`src/rtl/nf10_axis_pkg.sv`:
```
// Shared NetFPGA AXI-Stream definitions used by the packet generator and the port checkers.
// Latency: none (types, constants and a pure function only).
// Backpressure: not applicable.
package nf10_axis_pkg;

  // tuser bit offsets of the NetFPGA metadata fields
  localparam int LEN_LO = 0;
  localparam int SRC_LO = 16;
  localparam int DST_LO = 24;

  // Shortest legal Ethernet frame without FCS
  localparam int MIN_PKT_LEN = 60;

  typedef enum logic [1:0] {
    ST_IDLE,
    ST_SEND,
    ST_GAP
  } pkt_gen_state_e;

  // Byte enables of the final beat given the packet length's low 3 bits
  function automatic logic [7:0] last_tkeep(input logic [2:0] len_lo3);
    logic [7:0] one;
    one = 8'h01;
    if (len_lo3 == 3'd0) return 8'hFF;
    return (one << len_lo3) - 8'h01;
  endfunction

endpackage

```
`src/rtl/nf10_axis_pkt_gen.sv`:
```
// AXI4-Stream packet generator: runs of deterministic packets ({seq, beat} payload); optional stall counter under NF10_PKT_GEN_STATS_EN.
// Latency: first beat is presented the cycle after start; done pulses the cycle after the final tlast is accepted.
// Backpressure: beats advance only on tvalid & tready; all beat fields hold while stalled, tvalid never drops mid-packet.
module nf10_axis_pkt_gen
  import nf10_axis_pkg::*;
#(
  parameter int         C_M_AXIS_DATA_WIDTH  = 64,
  parameter int         C_M_AXIS_TUSER_WIDTH = 128,
  parameter logic [7:0] C_SRC_PORT           = 8'h01,
  parameter logic [7:0] C_DST_PORT           = 8'h00,
  parameter int         C_MAX_LEN            = 1514
) (
  input  logic                              axi_aclk,
  input  logic                              axi_reset,
  input  logic                              start,
  input  logic                              abort,
  input  logic [15:0]                       pkt_count,
  input  logic [15:0]                       pkt_len,
  input  logic [7:0]                        ipg,
  output logic [C_M_AXIS_DATA_WIDTH-1:0]    m_axis_tdata,
  output logic [C_M_AXIS_DATA_WIDTH/8-1:0]  m_axis_tkeep,
  output logic [C_M_AXIS_TUSER_WIDTH-1:0]   m_axis_tuser,
  output logic                              m_axis_tvalid,
  input  logic                              m_axis_tready,
  output logic                              m_axis_tlast,
  output logic                              busy,
  output logic                              done,
  output logic [31:0]                       pkts_sent,
  output logic [31:0]                       stall_cnt
);

  localparam logic [15:0] MIN_LEN16 = 16'(MIN_PKT_LEN);
  localparam logic [15:0] MAX_LEN16 = 16'(C_MAX_LEN);

  pkt_gen_state_e state_q, state_d;
  logic           done_d, done_q;
  logic [15:0]    cnt_q, len_q, last_idx_q, len_clamp;
  logic [7:0]     ipg_q, gap_q, last_keep_q;
  logic [31:0]    pkt_idx_q, beat_q, pkts_sent_q;
  logic           abort_q;
  logic           send, accept, last_beat, run_over;
  logic [C_M_AXIS_TUSER_WIDTH-1:0] tuser_w;

  assign send      = (state_q == ST_SEND);
  assign accept    = send & m_axis_tready;
  assign last_beat = (beat_q == {16'h0, last_idx_q});
  // Abort requests are sticky so a short pulse (even one coinciding with start) still ends the run
  assign run_over  = ((pkt_idx_q + 32'd1) == {16'h0, cnt_q}) | abort | abort_q;
  assign len_clamp = (pkt_len < MIN_LEN16) ? MIN_LEN16 :
                     (pkt_len > MAX_LEN16) ? MAX_LEN16 : pkt_len;

  // State and done-pulse registers
  always_ff @(posedge axi_aclk or posedge axi_reset) begin
    if (axi_reset) begin
      state_q <= ST_IDLE;
      done_q  <= 1'b0;
    end else begin
      state_q <= state_d;
      done_q  <= done_d;
    end
  end

  // Next-state and run-end decision
  always_comb begin
    state_d = state_q;
    done_d  = 1'b0;
    case (state_q)
      ST_IDLE: begin
        if (start) begin
          if (pkt_count == 16'd0) done_d  = 1'b1;
          else                    state_d = ST_SEND;
        end
      end
      ST_SEND: begin
        if (accept && last_beat) begin
          if (run_over) begin
            state_d = ST_IDLE;
            done_d  = 1'b1;
          end else if (ipg_q != 8'd0) begin
            state_d = ST_GAP;
          end
        end
      end
      ST_GAP: begin
        if (abort || abort_q) begin
          state_d = ST_IDLE;
          done_d  = 1'b1;
        end else if (gap_q == 8'd1) begin
          state_d = ST_SEND;
        end
      end
      default: state_d = ST_IDLE;
    endcase
  end

  // Run configuration latch, beat/packet/gap counters and the completed-packet counter
  always_ff @(posedge axi_aclk or posedge axi_reset) begin
    if (axi_reset) begin
      cnt_q       <= '0;
      len_q       <= '0;
      ipg_q       <= '0;
      last_idx_q  <= '0;
      last_keep_q <= '0;
      pkt_idx_q   <= '0;
      beat_q      <= '0;
      gap_q       <= '0;
      abort_q     <= 1'b0;
      pkts_sent_q <= '0;
    end else begin
      case (state_q)
        ST_IDLE: begin
          abort_q <= 1'b0;
          if (start) begin
            cnt_q       <= pkt_count;
            len_q       <= len_clamp;
            ipg_q       <= ipg;
            last_idx_q  <= (len_clamp - 16'd1) >> 3;
            last_keep_q <= last_tkeep(len_clamp[2:0]);
            pkt_idx_q   <= '0;
            beat_q      <= '0;
            abort_q     <= abort;
          end
        end
        ST_SEND: begin
          if (abort) abort_q <= 1'b1;
          if (accept) begin
            if (last_beat) begin
              beat_q      <= '0;
              pkt_idx_q   <= pkt_idx_q + 32'd1;
              gap_q       <= ipg_q;
              pkts_sent_q <= pkts_sent_q + 32'd1;
            end else begin
              beat_q <= beat_q + 32'd1;
            end
          end
        end
        ST_GAP: begin
          if (abort) abort_q <= 1'b1;
          gap_q <= gap_q - 8'd1;
        end
        default: ;
      endcase
    end
  end

  // tuser is only driven while a packet is on the bus so reset leaves every output at zero
  always_comb begin
    tuser_w = '0;
    if (send) begin
      tuser_w[LEN_LO +: 16] = len_q;
      tuser_w[SRC_LO +: 8]  = C_SRC_PORT;
      tuser_w[DST_LO +: 8]  = C_DST_PORT;
    end
  end

  assign m_axis_tvalid = send;
  assign m_axis_tdata  = send ? {pkt_idx_q, beat_q} : '0;
  assign m_axis_tkeep  = send ? (last_beat ? last_keep_q : 8'hFF) : 8'h00;
  assign m_axis_tlast  = send & last_beat;
  assign m_axis_tuser  = tuser_w;
  assign busy          = (state_q != ST_IDLE);
  assign done          = done_q;
  assign pkts_sent     = pkts_sent_q;

`ifdef NF10_PKT_GEN_STATS_EN
  logic [31:0] stall_q;

  // Saturating count of cycles the sink held off a valid beat
  always_ff @(posedge axi_aclk or posedge axi_reset) begin
    if (axi_reset) stall_q <= '0;
    else if (send && !m_axis_tready && (stall_q != 32'hFFFF_FFFF)) stall_q <= stall_q + 32'd1;
  end

  assign stall_cnt = stall_q;
`else
  assign stall_cnt = '0;
`endif

endmodule

```
`config.mk`:
```
export PLATFORM = sky130hd
export DESIGN_NAME = nf10_axis_pkt_gen
export DESIGN_NICKNAME = d
export VERILOG_FILES = /design/src/rtl/nf10_axis_pkg.sv /design/src/rtl/nf10_axis_pkt_gen.sv
export SDC_FILE = /design/constraint.sdc
export NUM_CORES = 1
export LEC_CHECK = 0
export ABC_AREA = 1
export CORE_UTILIZATION = 51
export CTS_BUF_LIST = sky130_fd_sc_hd__clkbuf_8
export CTS_CLUSTER_DIAMETER = 80
export DETAILED_ROUTE_END_ITERATION = 7
export PLACE_DENSITY = 0.88
export SYNTH_ARGS = -nofsm -noshare
export SYNTH_HDL_FRONTEND = slang
export SYNTH_SLANG_ARGS = --single-unit
```
`constraint.sdc`:
```
create_clock -name axi_aclk -period 7.65 [get_ports axi_aclk]
set_input_delay 1.53 -clock axi_aclk [delete_from_list [all_inputs] [get_ports axi_aclk]]
set_output_delay 1.53 -clock axi_aclk [all_outputs]
set_load 0.05 [all_outputs]
```
* Word-level counts from Yosys, hierarchy flattened
Cells that the tools add are included.
** Storage, ports and cells
- Flip-flop bits (word level) :: 169
- Input bits :: 45
- Output and inout bits :: 268
** Operators by class
- Add/sub/neg operators :: 6
- $lt $le $gt $ge :: 2
- Equality and inequality tests :: 13
- Shift operators :: 1
- Multiplexer cells :: 38
- Bitwise gates (word level) :: 4
- Reduce and logical (&&, ||, !) cells :: 18
** Operator list (number)
- $mux 32 :: 5
- $pmux 32 s2 :: 2
- $add 32x1->32 const B :: 3
- $mux 64 :: 1
- $mux 8 :: 6
- $eq 32x13->1 :: 1
- $eq 32x16->1 :: 1
- $mux 16 :: 2
- $mux 17 :: 1
- $gt 16x11->1 const B :: 1
- $logic_not 16->1 :: 1
- $lt 16x6->1 const B :: 1
- $pmux 8 s2 :: 1
- $sub 16x1->16 const B :: 1
- $sub 8x1->8 const B :: 2
- $mux 2 :: 7
- $mux 1 :: 10
- $reduce_and 3->1 :: 3
- $eq 8x1->1 const B :: 1
- $ne 2x1->1 const B :: 4
- $reduce_bool 2->1 :: 4
- $reduce_bool 8->1 :: 1
- $shl 1x3->8 const A :: 1
- $pmux 2 s3 :: 1
- 17 further kinds :: 21

* Logic depth before layout (Yosys ltp)
- Word-level depth :: 8
- Depth in mapped cells :: 19
- Mapped depth without buffers :: 18

* Least setup slack after synthesis
No wires, ideal clock.
- Path type :: flip-flop to output port
- From :: register state_q[1]
- To :: output port m_axis_tdata[36]
- Arrival :: 2.159 ns
- Data required time :: 6.120 ns
- Setup slack :: 3.961 ns
- Stages on the path, launching flop included :: 8
- Path buffers :: 3
- Cell sequence :: dfrtp_1 > inv_1 > ha_1 > buf_4 > clkbuf_1 > clkbuf_1 > nand2_1 > inv_1
** Between the ends
- Cells in the longest elaborated chain, start to end :: 2
** Ends and longest elaborated chain
- start, declared :: RTL line nf10_axis_pkt_gen.sv:35 : pkt_gen_state_e state_q, state_d;
- start signal, assigned :: RTL line nf10_axis_pkt_gen.sv:58 : state_q <= state_d;
- $eq 2x1->1 :: RTL line nf10_axis_pkt_gen.sv:44 : assign send = (state_q == ST_SEND);
- net m_axis_tvalid :: RTL line nf10_axis_pkt_gen.sv:23 : output logic m_axis_tvalid,
- $mux 64 :: RTL line nf10_axis_pkt_gen.sv:157 : assign m_axis_tdata = send ? {pkt_idx_q, beat_q} : '0;
- end, declared :: RTL line nf10_axis_pkt_gen.sv:20 : output logic [C_M_AXIS_DATA_WIDTH-1:0] m_axis_tdata,
The timed path passes the listed nets, and every way through them passes these cells.

* Worst setup path in the final report
- From :: register state_q[1]
- To :: output port m_axis_tkeep[3]
** Between the ends
- Cells in the longest elaborated chain, start to end :: 2
** Ends and longest elaborated chain
- $eq 2x1->1 :: RTL line nf10_axis_pkt_gen.sv:44
- $mux 8 :: RTL line nf10_axis_pkt_gen.sv:158 : assign m_axis_tkeep = send ? (last_beat ? last_keep_q : 8'hFF) : 8'h00;
- end, declared :: RTL line nf10_axis_pkt_gen.sv:21 : output logic [C_M_AXIS_DATA_WIDTH/8-1:0] m_axis_tkeep,
No other way between the ends.

==> results.txt <==
Netlist cell types: 54
Inserted Diodes: 0
Area share of the largest cell type after synthesis: 0.360
Layout Skew: 15.0 ps
Power, Total: 1950 uW
Initial DRC count: 847
Share of layout cells above drive strength 1: 0.0591
Max-slew headroom: 0.338
Final setup viols: 0
Worst Setup Path Type: flip-flop to output port
Sequential share of the synthesized area: 0.360
Final WL: 29.7 mm
Max-cap violation count: 0
PortBufs: 169
Final ANT Viol Nets: 0
Max Root-Sink Buffers: 2
Synthesized flop and latch total: 169
Root Driver: clkbuf_8
Worst Hold Class: flip-flop to flip-flop
First-pass DRT Iterations: 5
Post-synth ARST share: 1.00
Worst-path fanout max: 92
Die X: 154 um
Post CTS Setup Buffer Count: 0
Antenna violations before repair: 0
Worst-Skew Late Latency: 460 ps
Main area contributors after synthesis: dfrtp_1 36%, nand2_1 15%, buf_4 9.5%
Outcome: finished clean
WL/cell: 14.1 um
Routed via count: 11.0k
Detailed Place HPWL: 22.4 mm
Fmax: 202 MHz
Setup TNS: 0 ps
Htree depth: 4
Area growth from synthesis to layout: 15.0%
Unrepaired setup endpoints after global routing: no
Predominant post-synthesis flop cell: dfrtp_1
Avg Cell Area, Syn: 7.05 um2
Synthesis Warnings: 0
Drt via density: 5.21
Nets: 1,874
CP endpoint kind: output port
Peak VDD IR: 0.000103 V
CTS tree: yes
Die area: 23,700 um2
Gpl congestion: 0.945
Pwr/cell area: 144 nW/um2
Area leader, netlist: dfrtp_1
CORE AREA: 22,600 um2
DRC errors left: 0
Hold Buf Count CTS: 0
Largest net degree at the start of global routing: 104
Row cnt: 55
Static leakage: 0.00696 uW
Remaining Overflow, GRT: 0
Post-CTS sizing: 0
Clk sinks: 169
Fin crit period: 4960 ps
Mapped cell area: 11,800 um2
Num CTS Buffers: 17
EDFF count, synth: 0
Starting density of the core: 0.519
Fin crit share: 0.649
First-pass GRT wire length: 48.4 mm
GRT Util Overall: 0.251
Final Hold Vio Count: 0
Fin. max-slew vios: 0
WP data required: 6120 ps
Measured slew at the worst slew-check pin: 993 ps
Die H: 154 um
Mapped Cells: 1,668
Num ports: 313
Reg clk slew, reported paths: 90 ps
Vias in the first global route: 9,818
CP Launch Type: flip-flop
Critical Path AT: 3430 ps
-- worst max-delay path, cell delays in order, from the launching register on --
cell and delay, ps:
dfrtp_1 420, inv_1 130, ha_4 800, inv_2 250, nor2_2 330, inv_2 120
nand2_1 90, clkdlybuf4s50_1 800
-- layout make-up --
class / count / area, um2
Clock buffer: 18 / 248
Clock inverter: 12 / 151
Fill cell: 2035 / 9130
Inverter: 256 / 967
Multi-Input combinational cell: 1200 / 5840
Sequential cell: 169 / 4230
Tap cell: 285 / 357
Timing Repair Buffer: 173 / 1720
-- path summary, 6_finish.rpt --
| check | end | cells after the start | slack [ps] | startpoint |
|---|---|---|---|---|
| max in group asynchronous | pkts_sent[23] | 3 | 4530 | axi_reset |
| worst min-delay path | last_keep_q[0] | 2 | 490 | last_keep_q[0] |
| worst max-delay path | m_axis_tkeep[3] | 7 | 2690 | state_q[1] |
| min in group asynchronous | pkt_idx_q[14] | 2 | 1640 | axi_reset |
| worst max register to register | beat_q[26] | 15 | 3910 | state_q[1] |
| worst min register to register | last_keep_q[0] | 2 | 490 | last_keep_q[0] |
-- where the power goes --
part	internal, uW	total (uW)	switching [uW]
clock	327	663	336
combinational	71.5	348	276
sequential	906	935	29.2
total	1300	1950	641
-- cell families after synthesis --
| group | synth area share |
|---|---|
| adder cells (fa/ha/maj) | 0.0128 |
| XOR/XNOR | 0.0407 |
| flip-flops | 0.360 |
| multiplexers | 0.000852 |
| AO/OA/AOI/OAI | 0.0766 |
| buffers and inverters | 0.190 |
| AND/OR/NAND/NOR | 0.319 |
| other | 0.000319 |
-- metal layers --
layer  up-vias  GRT usage  share of wire  wire [um]
li1       5222          -              -          -
met3        80     0.0366          0.070       2080
met2       554      0.416           0.47      14000
met4         0     0.0867          0.029        858
met5         -          0              0          0
met1      5160      0.336           0.43      12700
-- cells in the mapped netlist (11+ instances only) --
cell type / number
nor2_2: 12
nand2_1: 475
o21ai_0: 66
xnor2_1: 18
ha_1: 12
inv_2: 13
dfrtp_1: 169
inv_1: 241
nand3_1: 75
clkbuf_1: 23
nor3_1: 33
nand4_1: 32
o21ai_1: 11
xor2_1: 34
nor2_1: 144
a21oi_1: 30
buf_4: 149
nor4_1: 18
-- state kept, by name (all words and copies together) (netlist names) --
name / cells
abort_q: 1
beat_q: 32
cnt_q: 16
done: 1
gap_q: 8
ipg_q: 8
last_idx_q: 13
last_keep_q: 8
len_q: 16
pkt_idx_q: 32
pkts_sent: 32
state_q: 2
-- stage by stage --
stage	setup slack, ps	cells	instance area, um2	hold slack (ps)	util
4_1_cts	2670	2113	13500	489	0.597
6_report	2690	2113	13500	488	0.597
2_1_floorplan	1540	1810	12300	423	-
3_3_place_gp	3290	2083	13100	466	0.579
5_1_grt	2470	2113	13500	504	0.597
3_5_place_dp	3180	2083	13100	465	0.579
-- placed cells by master (no fill, tap or decap), types with 3 or more instances in the layout --
master,Yosys,layout
nand3_1,75,75
nor2_4,9,10
o21ai_1,11,11
nor3b_1,5,5
nor3_1,33,33
nand3b_1,9,9
inv_1,241,241
nor2_1,144,144
bufinv_16,0,3
inv_6,0,3
clkinvlp_4,0,4
and2_1,3,3
clkbuf_8,0,18
a22oi_1,3,3
nor3_2,5,5
o21ai_0,66,66
a21oi_1,30,30
nand2_2,10,11
nor4_1,18,18
nand4_1,32,32
clkinv_2,1,3
and3_1,4,4
xor2_1,34,34
ha_1,12,11
a211oi_1,5,5
clkdlybuf4s50_1,0,169
nor2_2,12,11
o22ai_2,10,10
o22ai_1,8,8
conb_1,1,143
dfrtp_1,169,169
xnor2_1,18,18
o211ai_1,6,6
inv_2,13,13
nand2_1,475,474
buf_4,149,4
(Power assumes the default switching activity.)
